### src/rtl/skidbuf_pkg.sv
// Shared generic-library package: skid buffer occupancy states.
package skidbuf_pkg;

  typedef enum logic [1:0] {
    EMPTY = 2'd0,
    ONE   = 2'd1,
    TWO   = 2'd2
  } skid_state_e;

endpackage

### src/rtl/skidbuf_if.sv
// Valid/ready handshake bundle for both sides of the skid buffer.
interface skidbuf_if #(
  parameter int unsigned WIDTH = 8
);
  logic             InValid;
  logic             InReady;
  logic [WIDTH-1:0] InData;
  logic             OutValid;
  logic             OutReady;
  logic [WIDTH-1:0] OutData;

  modport master (
    output InValid, InData, OutReady,
    input  InReady, OutValid, OutData
  );

  modport slave (
    input  InValid, InData, OutReady,
    output InReady, OutValid, OutData
  );
endinterface

### src/rtl/skidbuf_entry.sv
// Enabled data register with synchronous clear; one storage slot of the skid buffer.
module skidbuf_entry #(
  parameter int unsigned WIDTH = 8
) (
  input  logic             clk,
  input  logic             reset,
  input  logic             load_i,
  input  logic [WIDTH-1:0] data_i,
  output logic [WIDTH-1:0] data_o
);

  logic [WIDTH-1:0] data_q;

  always_ff @(posedge clk) begin
    if (reset) begin
      data_q <= '0;
    end else if (load_i) begin
      data_q <= data_i;
    end
  end

  assign data_o = data_q;

endmodule

### src/rtl/skidbuf.sv
// Two-entry skid buffer: registered ready/valid on both sides, one transfer per cycle.
module skidbuf
  import skidbuf_pkg::*;
#(
  parameter int unsigned WIDTH = 8
) (
  input logic       clk,
  input logic       reset,
  input logic       Flush,
  skidbuf_if.slave  bus
);

  skid_state_e      state_q, state_d;
  logic             in_ready, out_valid, in_fire, out_fire;
  logic             main_load, skid_load, main_from_skid;
  logic [WIDTH-1:0] main_q, skid_q, main_d;

  // Handshake outputs depend only on registered state.
  assign in_ready  = (state_q != TWO);
  assign out_valid = (state_q != EMPTY);
  assign in_fire   = bus.InValid & in_ready;
  assign out_fire  = out_valid & bus.OutReady;

  always_comb begin
    state_d        = state_q;
    main_load      = 1'b0;
    skid_load      = 1'b0;
    main_from_skid = 1'b0;
    if (Flush) begin
      state_d = EMPTY;
    end else begin
      unique case (state_q)
        EMPTY: begin
          if (in_fire) begin
            main_load = 1'b1;
            state_d   = ONE;
          end
        end
        ONE: begin
          if (in_fire && out_fire) begin
            main_load = 1'b1;
          end else if (in_fire) begin
            skid_load = 1'b1;
            state_d   = TWO;
          end else if (out_fire) begin
            state_d = EMPTY;
          end
        end
        TWO: begin
          if (out_fire) begin
            main_load      = 1'b1;
            main_from_skid = 1'b1;
            state_d        = ONE;
          end
        end
        default: state_d = EMPTY;
      endcase
    end
  end

  always_ff @(posedge clk) begin
    if (reset) begin
      state_q <= EMPTY;
    end else begin
      state_q <= state_d;
    end
  end

  assign main_d = main_from_skid ? skid_q : bus.InData;

  skidbuf_entry #(.WIDTH(WIDTH)) u_main (
    .clk    (clk),
    .reset  (reset),
    .load_i (main_load),
    .data_i (main_d),
    .data_o (main_q)
  );

  skidbuf_entry #(.WIDTH(WIDTH)) u_skid (
    .clk    (clk),
    .reset  (reset),
    .load_i (skid_load),
    .data_i (bus.InData),
    .data_o (skid_q)
  );

  assign bus.InReady  = in_ready;
  assign bus.OutValid = out_valid;
  assign bus.OutData  = main_q;

endmodule

### src/flat_wrapper.sv
// flat-port wrapper written by rule: the top's interface ports become plain ports
module skidbuf_flat import skidbuf_pkg::*;
#(
  parameter int unsigned WIDTH = 8
)
  (clk, reset, Flush, bus_InValid, bus_InData, bus_OutReady, bus_InReady, bus_OutValid, bus_OutData);
  skidbuf_if #(.WIDTH(WIDTH)) bus_i ();
  input logic clk;
  input logic reset;
  input logic Flush;
  input wire logic [$bits(bus_i.InValid)-1:0] bus_InValid;
  input wire logic [$bits(bus_i.InData)-1:0] bus_InData;
  input wire logic [$bits(bus_i.OutReady)-1:0] bus_OutReady;
  output wire logic [$bits(bus_i.InReady)-1:0] bus_InReady;
  output wire logic [$bits(bus_i.OutValid)-1:0] bus_OutValid;
  output wire logic [$bits(bus_i.OutData)-1:0] bus_OutData;
  assign bus_i.InValid = bus_InValid;
  assign bus_i.InData = bus_InData;
  assign bus_i.OutReady = bus_OutReady;
  assign bus_InReady = bus_i.InReady;
  assign bus_OutValid = bus_i.OutValid;
  assign bus_OutData = bus_i.OutData;
  skidbuf #(.WIDTH(WIDTH)) u_core (.clk(clk), .reset(reset), .Flush(Flush), .bus(bus_i));
endmodule
### config.mk
export PLATFORM = sky130hd
export DESIGN_NAME = skidbuf_flat
export DESIGN_NICKNAME = d
export VERILOG_FILES = /design/src/rtl/skidbuf_pkg.sv /design/src/rtl/skidbuf_if.sv /design/src/rtl/skidbuf_entry.sv /design/src/rtl/skidbuf.sv /design/src/flat_wrapper.sv
export SDC_FILE = /design/constraint.sdc
export NUM_CORES = 1
export LEC_CHECK = 0
export CAP_MARGIN = 15
export CORE_MARGIN = 5
export CORE_UTILIZATION = 42
export DETAILED_ROUTE_END_ITERATION = 16
export GPL_ROUTABILITY_DRIVEN = 1
export HOLD_SLACK_MARGIN = 0.03
export MAX_ROUTING_LAYER = met4
export PLACE_DENSITY = 0.82
export SLEW_MARGIN = 15
export SYNTH_ARGS = -nofsm -noshare
export SYNTH_HDL_FRONTEND = slang
export SYNTH_SLANG_ARGS = --single-unit
### constraint.sdc
create_clock -name clk -period 2.5 [get_ports clk]
set_input_delay 0.625 -clock clk [delete_from_list [all_inputs] [get_ports clk]]
set_output_delay 0.625 -clock clk [all_outputs]
set_load 0.01 [all_outputs]
======== Word-level counts from Yosys, hierarchy flattened ========
Cells that the tools add are included.
cells by class
  add/subtract/negate cells ............... 0
  multiply operators ...................... 0
  div/mod/pow operators ................... 0
  magnitude comparators ................... 0
  eq/ne operators ......................... 7
  shift-type cells ........................ 0
  mux-type cells .......................... 17
  bitwise logic cells ..................... 2
  reductions and logical operators ........ 5
operators by type and width
  kind                                                 number
  2-to-1 mux 2 bit                                     5
  2-to-1 mux 1 bit                                     9
  2-to-1 mux 8 bit                                     1
  case mux 2 bit (3 select lines)                      1
  != test 2 x 1 -> 1 bit, second input constant        2
  != test 2 bit, second input constant                 2
  AND reduction 4 bit                                  1
  != test 3 x 1 -> 1 bit, second input constant        1
  case mux 1 bit (3 select lines)                      1
  bitwise AND 1 bit                                    2
  equality test 2 x 1 -> 1 bit, second input constant  1
  equality test 2 bit, second input constant           1
  zero test 2 bit                                      1
  nonzero test 2 bit                                   1
  OR reduction 2 bit                                   1
  logical AND 1 bit                                    1
storage, ports and cells
  flip-flop bits (word level) ............. 18
  latch bits .............................. 0
  memory bits (writable) .................. 0
  bits in read-only memories .............. 0
  output and inout bits ................... 10
  word-level logic and storage cells ...... 34
  memories kept ........................... 0

======== Depth between registers and ports, before layout ========
Gate-level depths: netlist of the first run.
  depth in word-level cells ............... 6
  gate-level depth with buffers ........... 6
  mapped depth without buffers ............ 3

======== Modules after synthesis ========
A second synthesis of the first run with hierarchy kept.
unflattened totals
  cells, all modules ...................... 77
  area, all modules ....................... 812.0 µm²
by module, submodules not included
  module         times used  cells each  area an instance (µm²)  sequential area each (µm²)
  skidbuf_entry  2           26          285.3                   160.2
  skidbuf        1           25          241.5                   40.0

======== Least setup slack after synthesis of the first run ========
Ideal clock, no wire load.
  kind .................................... input-to-reg
  from .................................... input Flush
  to ...................................... register u_core.u_main.data_q[5] (netlist: u_core.u_main.data_o[5])
  library setup time ...................... 142 ps
  data arrival time ....................... 1395 ps
  data required time ...................... 2358 ps
  slack ................................... 963 ps
  stages .................................. 5
  path buffers ............................ 2
  path through ............................ and4bb_1 buf_6 buf_12 mux2i_1 a311oi_1
on the way
  cells in the longest elaborated chain, start to end .. 2
  elaborated cells between the ends (all ways) .. 3
  those cells by class .................... mux: 3
RTL lines
  element               line                 text
  from (decl)           flat_wrapper.sv:10   input logic Flush;
  2-to-1 mux 1 bit      skidbuf.sv:29        if (Flush) begin
  2-to-1 mux 8 bit      skidbuf.sv:69        assign main_d = main_from_skid ? skid_q : bus.InData;
  to (signal assigned)  skidbuf_entry.sv:18  data_q <= data_i;
  to (decl)             skidbuf_entry.sv:12  logic [WIDTH-1:0] data_q;
Several ways; a longest one is shown, not always the timed one.
A chain may end at the register's enable or synchronous reset.

======== Worst setup path in the final report of the first run ========
  from .................................... register u_core.state_q[1]
  to ...................................... output bus_OutValid
on the way
  cells in the longest elaborated chain, start to end .. 1
RTL lines
  element                 line                text
  from (decl)             skidbuf.sv:13       skid_state_e state_q, state_d;
  from (signal assigned)  skidbuf.sv:65       state_q <= state_d;
  nonzero test 2 bit      skidbuf.sv:20       assign out_valid = (state_q != EMPTY);
  to (decl)               flat_wrapper.sv:15  output wire logic [$bits(bus_i.OutValid)-1:0] bus_OutValid;
No other way between the ends.

==> results of run 1 <==
[kinds of logic after synthesis]
group | synth area share
AO/OA/AOI/OAI | 0.2736
AND/OR/NAND/NOR | 0.1464
flip-flops | 0.3940
buffers and inverters | 0.08754
multiplexers | 0.09850
[how the worst max path moves through the flow]
| stage | endpoint | start | slack [ps] | cells past startpoint |
|---|---|---|---|---|
| finish | bus_OutValid | u_core.state_q[1]$_SDFFE_PP0P_ | 370 | 2 |
| global placement | u_core.u_main.data_o[2]$_SDFFE_PP0P_ | bus_OutReady | 340 | 5 |
| global route | bus_InReady | u_core.state_q[0]$_SDFFE_PP0P_ | 300 | 2 |
| detailed placement | u_core.u_main.data_o[6]$_SDFFE_PP0P_ | bus_OutReady | 280 | 4 |
| floorplan | u_core.u_main.data_o[5]$_SDFFE_PP0P_ | Flush | 960 | 5 |
| CTS | bus_OutValid | u_core.state_q[1]$_SDFFE_PP0P_ | 360 | 2 |
[cell usage after synthesis]
master,n
a22o_1,1
o21ai_0,8
and4bb_1,1
buf_4,1
buf_6,2
nand2b_1,2
buf_12,1
a311oi_1,16
nand2_1,2
mux2i_1,9
a21oi_1,9
inv_1,1
clkbuf_1,6
or3b_2,1
buf_1,1
nor2_1,3
a2111oi_0,1
nand4bb_1,1
nor4bb_1,1
or2_2,1
nor2b_1,1
and2b_1,1
o21a_1,1
nand3_1,8
dfxtp_1,18
[state kept, by name, indices dropped and copies added (netlist names)]
| name | flops |
|---|---|
| u_core.state_q | 2 |
| u_core.u_skid.data_o | 8 |
| u_core.u_main.data_o | 8 |
[metrics by stage]
stage | cells | cell area (sq um) | hold WS, ps | total power [mW] | utilization
detailed placement | 139 | 1122 | 474.7 | 0.4143 | 0.5551
global placement | 139 | 1122 | 462.0 | 0.4118 | 0.5551
global route | 143 | 1159 | 515.7 | 0.6134 | 0.5730
finish | 143 | 1159 | 485.0 | 0.5857 | 0.5730
floorplan | 97 | 914.6 | 453.5 | 0.3621 | -
CTS | 143 | 1159 | 490.2 | 0.5912 | 0.5730
[routing by layer]
layer	part of all wire	routed length [um]
met5	0	0
met4	0.013	27
met3	0.042	85
met2	0.49	983
met1	0.46	927
[critical path, stage by stage, from the launching register on]
cell and delay (ps):
dfxtp_1 420, or2_2 330, clkdlybuf4s50_1 480
[where the power goes]
part	switching (mW)	internal (mW)	total, mW
Combinational	0.0462	0.0557	0.102
Sequential	0.00753	0.298	0.306
Clock	0.0895	0.0887	0.178
[layout make-up]
class	count	area, sq um	area share
clock buffers	4	36.28	0.03132
inverters	1	3.754	0.003240
multi-input cells	67	474.2	0.4093
flip-flops and latches	18	360.3	0.3110
well taps	27	33.78	0.02916
repair buffers	26	250.2	0.2160
==> run metrics, run 1 <==
status finished clean; Die H between 50 and 60 um; Yosys reg bits 18; met1 usage 0.1807; Achievable Freq 468.7 MHz; unrepaired setup endpoints after global routing false; Die Area 3211 sq um; Residual DRC 0; CORE AREA between 2000 and 2500 sq um; Worst R2R End u_core.u_main.data_o[2]$_SDFFE_PP0P_; Total GRT Usage 0.1377; vias in the first global route between 700 and 800; pin count of the biggest net entering global routing 19; largest cells by area after synthesis dfxtp_1 39%, a311oi_1 15%, mux2i_1 9.8%; commonest non-fill, non-tap cell in the layout clkdlybuf4s50_1; most frequent cells in the layout 22 x clkdlybuf4s50_1, 18 x dfxtp_1, 16 x a311oi_1; synthesized cell area 914.6 sq um; Max Cap Violations 0; CTS H-tree lvls 1; clk_skew 3.374 ps; Avg Inst Size Synth 9.429 sq um; met3 Use GR 0.01835; # IOs 23; cells after synthesis 97; minimum clock period ~2100 ps; vias per cell 5.748; cts hold-fix bufs 0; Worst-Skew Late Latency slightly below 300 ps; Worst Tran Pin Value between 600 and 700 ps; met2 Usage GRT 0.2096; slew margin rel. 0.5520; layout cell share with drive strength beyond 1 0.08621; worst r2r path cells 4; synth warn 0; CP endpoint kind output pin; Post-CTS Resized 0; Hold Path Class reg2reg; final max-slew violation count 0; reg2reg start u_core.state_q[1]$_SDFFE_PP0P_; nets 130; CTS tree built; global-route wire length before repair 3484 um; Post-Syn Nets 110; final hold vios 0; Seq/Total Area, Yosys 0.3940; Pre-antenna DRT Iters 5; Final period util 0.8534; # diodes 0; Crit Path Class reg2out; crit path max fanout 10; worst path arrival time roughly 1500 ps; Initial Util 0.4524; Post-DRT Antenna Nets 0; drt total wl a little over 2000 um; flop2flop setup slack 1000 ps; CTS Buf Count 3; DR WL/cell about 14 um; CTS Sinks 18; Hold Path End u_core.u_skid.data_o[4]$_SDFFE_PP0P_; Max IR drop VDD roughly 0.28 mV; min-delay src u_core.u_skid.data_o[4]$_SDFFE_PP0P_; Vias 822; Reg clk slew, reported paths roughly 100 ps; Post-CTS Repair Setup Buffers 0; RePlAce Congestion 0.8135; die width ~57 um; Req. time, crit path 1880 ps; Synth cell types 25; hold path depth 2; dpl ws 275.7 ps; Clock Tree Root clkbuf_4; final worst slack approximately 370 ps; Power Dens Cells 505.5 nW/um^2; global route total overflow 0; final setup fails 0; P&R area growth vs syn 26.68%; GR peak layer met2; detailed router's first-iteration violation count 28; Max clock buf depth 2; Yosys top cell area share 0.3940; # port buffers 22; dpl hpwl around 1500 um; static leakage roughly 0.37 nW; cell accounting for the most synthesized area dfxtp_1; Worst setup SP type flop; initial antenna violation count 0; setup TNS 0 ps; Rows 16; Filler Cells Inserted ~180
Note: power is estimated with default switching activity, not from simulation.
==> run 2: changes to the inputs <==
--- a/config.mk
+++ b/config.mk
@@ -12,7 +12,7 @@
 export GPL_ROUTABILITY_DRIVEN = 1
 export HOLD_SLACK_MARGIN = 0.03
 export MAX_ROUTING_LAYER = met4
-export PLACE_DENSITY = 0.82
+export PLACE_DENSITY = 0.85
 export SLEW_MARGIN = 15
 export SYNTH_ARGS = -nofsm -noshare
 export SYNTH_HDL_FRONTEND = slang
==> constraint.sdc (replaced) <==
create_clock -name clk -period 1.9 [get_ports clk]
set_input_delay 0.475 -clock clk [delete_from_list [all_inputs] [get_ports clk]]
set_output_delay 0.475 -clock clk [all_outputs]
set_load 0.01 [all_outputs]
==> run metrics, run 2 (synthesis results as in run 1) <==
status finished clean; final max-slew violation count 0 (unchanged); Critical-path top delay cell dfxtp_2; RePlAce Congestion 0.7873 (-3.2%); drt total wl 2293 um (+13%); vias in the first global route 833 (+7.5%); slew margin rel. 0.7866 (+0.2345); minimum clock period 1728 ps; Worst R2R End u_core.u_main.data_o[7]$_SDFFE_PP0P_; Worst setup SP type flop; Pre-antenna DRT Iters 4 (-1); DP Cell Count 146 (+5.0%); min-delay src u_core.u_skid.data_o[0]$_SDFFE_PP0P_; vias per cell 5.933 (+3.2%); nets 137 (+5.4%); Clock Tree Root clkbuf_4; Non-Filler Instances 149 (+4.2%); crit-path max cell delay 390 ps (-90 ps); worst r2r path cells 4 (unchanged); layout cell share with drive strength beyond 1 0.1557 (+0.06953); Worst Tran Pin Value 312.1 ps (-357.8 ps); Internal 0.5466 mW (+24%); WP buf/inv 1 (unchanged); Post-DRT Antenna Nets 0 (unchanged); Vias 884 (+7.5%); Total GRT Usage 0.1513 (+0.01353); Power Dens Cells 596.5 nW/um^2 (+18%); P&R area growth vs syn 33.24%; final hold vios 0 (unchanged); Reg clk slew, reported paths 90 ps (about the same); switching fraction of total power 0.2481 (+0.003491); crit path max fanout 10 (unchanged); setup TNS 0 ps (unchanged); clk_skew 0.9414 ps (-2.432 ps); Clock Power Share 0.246 (-0.058); hold path depth 2 (unchanged); combinational power share 0.202 (+0.028); Die H 56.67 um (unchanged); final setup fails 0 (unchanged); initial antenna violation count 0 (unchanged); Hold Path End u_core.u_skid.data_o[0]$_SDFFE_PP0P_; post-route cell area 1219 sq um (+5.2%); Residual DRC 0 (unchanged); Max Cap Violations 0 (unchanged); Achievable Freq approximately 580 MHz; CTS tree built; CTS Sinks 18 (unchanged); cts hold-fix bufs 0 (unchanged); Die Area 3211 sq um (unchanged); CP Cell Sequence or2_2, dlygate4sd2_1; global route total overflow 0 (unchanged); static leakage 0.4059 nW (+9.0%); CORE AREA 2022 sq um (unchanged); Max IR drop VDD 0.3089 mV (+10%); Max clock buf depth 2 (unchanged); Filler Cells Inserted 161 (-8.5%); CTS H-tree lvls 1 (unchanged); # diodes 0 (unchanged); Final period util 0.9097; most frequent cells in the layout 20 x clkdlybuf4s50_1, 16 x a311oi_1, 16 x dfxtp_1; Pwr Total 0.7270 mW (+24%); flop2flop setup slack 530 ps (-470 ps); CP endpoint kind output pin; dpl cell area 1187 sq um (+5.8%); die width 56.67 um (unchanged); pin count of the biggest net entering global routing 17 (-2); # IOs 23 (unchanged); Worst-Skew Late Latency 280 ps (about the same); global-route wire length before repair 3781 um (+8.5%); Hold Path Class reg2reg; logic depth of the worst path, buffers included 2 (unchanged); Initial Util 0.4524 (unchanged); DR WL/cell 15.39 um (+8.8%); CTS Buf Count 3 (unchanged); detailed router's first-iteration violation count 49 (+75%); final core utilization 0.6027 (+0.02970); commonest non-fill, non-tap cell in the layout clkdlybuf4s50_1; Crit Path Class reg2out; Crit path max-delay family flip-flops; unrepaired setup endpoints after global routing false; Rows 16 (unchanged); dpl hpwl 1749 um (+20%); switching power total 0.1803 mW (+26%); reg2reg start u_core.state_q[1]$_SDFFE_PP0P_; # port buffers 22 (unchanged); Seq pwr share 0.552 (+0.030); Req. time, crit path 1420 ps (-460 ps); worst path arrival time 1250 ps (-260 ps)
## run 2: how the worst max path moves through the flow
stage                                         from                                    to  slack (ps)
finish              u_core.state_q[1]$_SDFFE_PP0P_                          bus_OutValid         170
floorplan                                    Flush  u_core.u_main.data_o[5]$_SDFFE_PP0P_         510
detailed placement                           Flush  u_core.u_main.data_o[7]$_SDFFE_PP0P_        -160
CTS                 u_core.state_q[0]$_SDFFE_PP0P_                           bus_InReady          20
global route                          bus_OutReady  u_core.u_skid.data_o[6]$_SDFFE_PP0P_          90
global placement                             Flush  u_core.u_main.data_o[4]$_SDFFE_PP0P_          -7
## run 2: worst reg2reg max path: cells and delay by family (launching register included)
family / cells / cell delay [ps]
buffers and inverters: 1 / 170
AND/OR/NAND/NOR: 1 / 290
flip-flops: 1 / 440
multiplexers: 1 / 100
AO/OA/AOI/OAI: 1 / 290
## run 2: area by class of cell
cell class | instances | area [sq um] | area share
clock buffer | 3 | 22.52 | 0.01848
inverter | 1 | 3.754 | 0.003080
multi-input combinational | 67 | 476.7 | 0.3912
sequential | 18 | 365.4 | 0.2998
tap | 27 | 33.78 | 0.02772
timing repair buffer | 33 | 316.6 | 0.2598
## run 2: what timing repair did
item | 4_1_cts | 5_1_grt
hold endpoints to repair | 0 | 0
gates resized for setup | 3 | 3
endpoints found under the setup margin | 2 | 2
setup buffers | 0 | 0
## run 2: power groups by stage
stage / clock [mW] / combinational, mW / sequential, mW
2_1_floorplan: 0 / 0.0632 / 0.413
3_3_place_gp: 0 / 0.141 / 0.410
3_5_place_dp: 0 / 0.146 / 0.411
4_1_cts: 0.184 / 0.146 / 0.402
5_1_grt: 0.205 / 0.158 / 0.403
6_report: 0.179 / 0.147 / 0.401
## run 2: per-layer routing
metal  GRT usage  wire length [um]  part of all wire  vias to the layer above
met5           -                 0                 0                        -
met4     0.09492                27             0.012                        0
met3     0.01147               114             0.050                        2
met2      0.2409              1151              0.50                       35
met1      0.1836               999              0.44                      419
li1            -                 -                 -                      428
## run 2: stage by stage
stage	worst slack, ps	hold slack, ps
2_1_floorplan	513.2	453.5
3_3_place_gp	-7.404	462.0
3_5_place_dp	-159.1	474.5
4_1_cts	22.62	487.5
5_1_grt	93.60	526.7
6_report	171.6	487.7
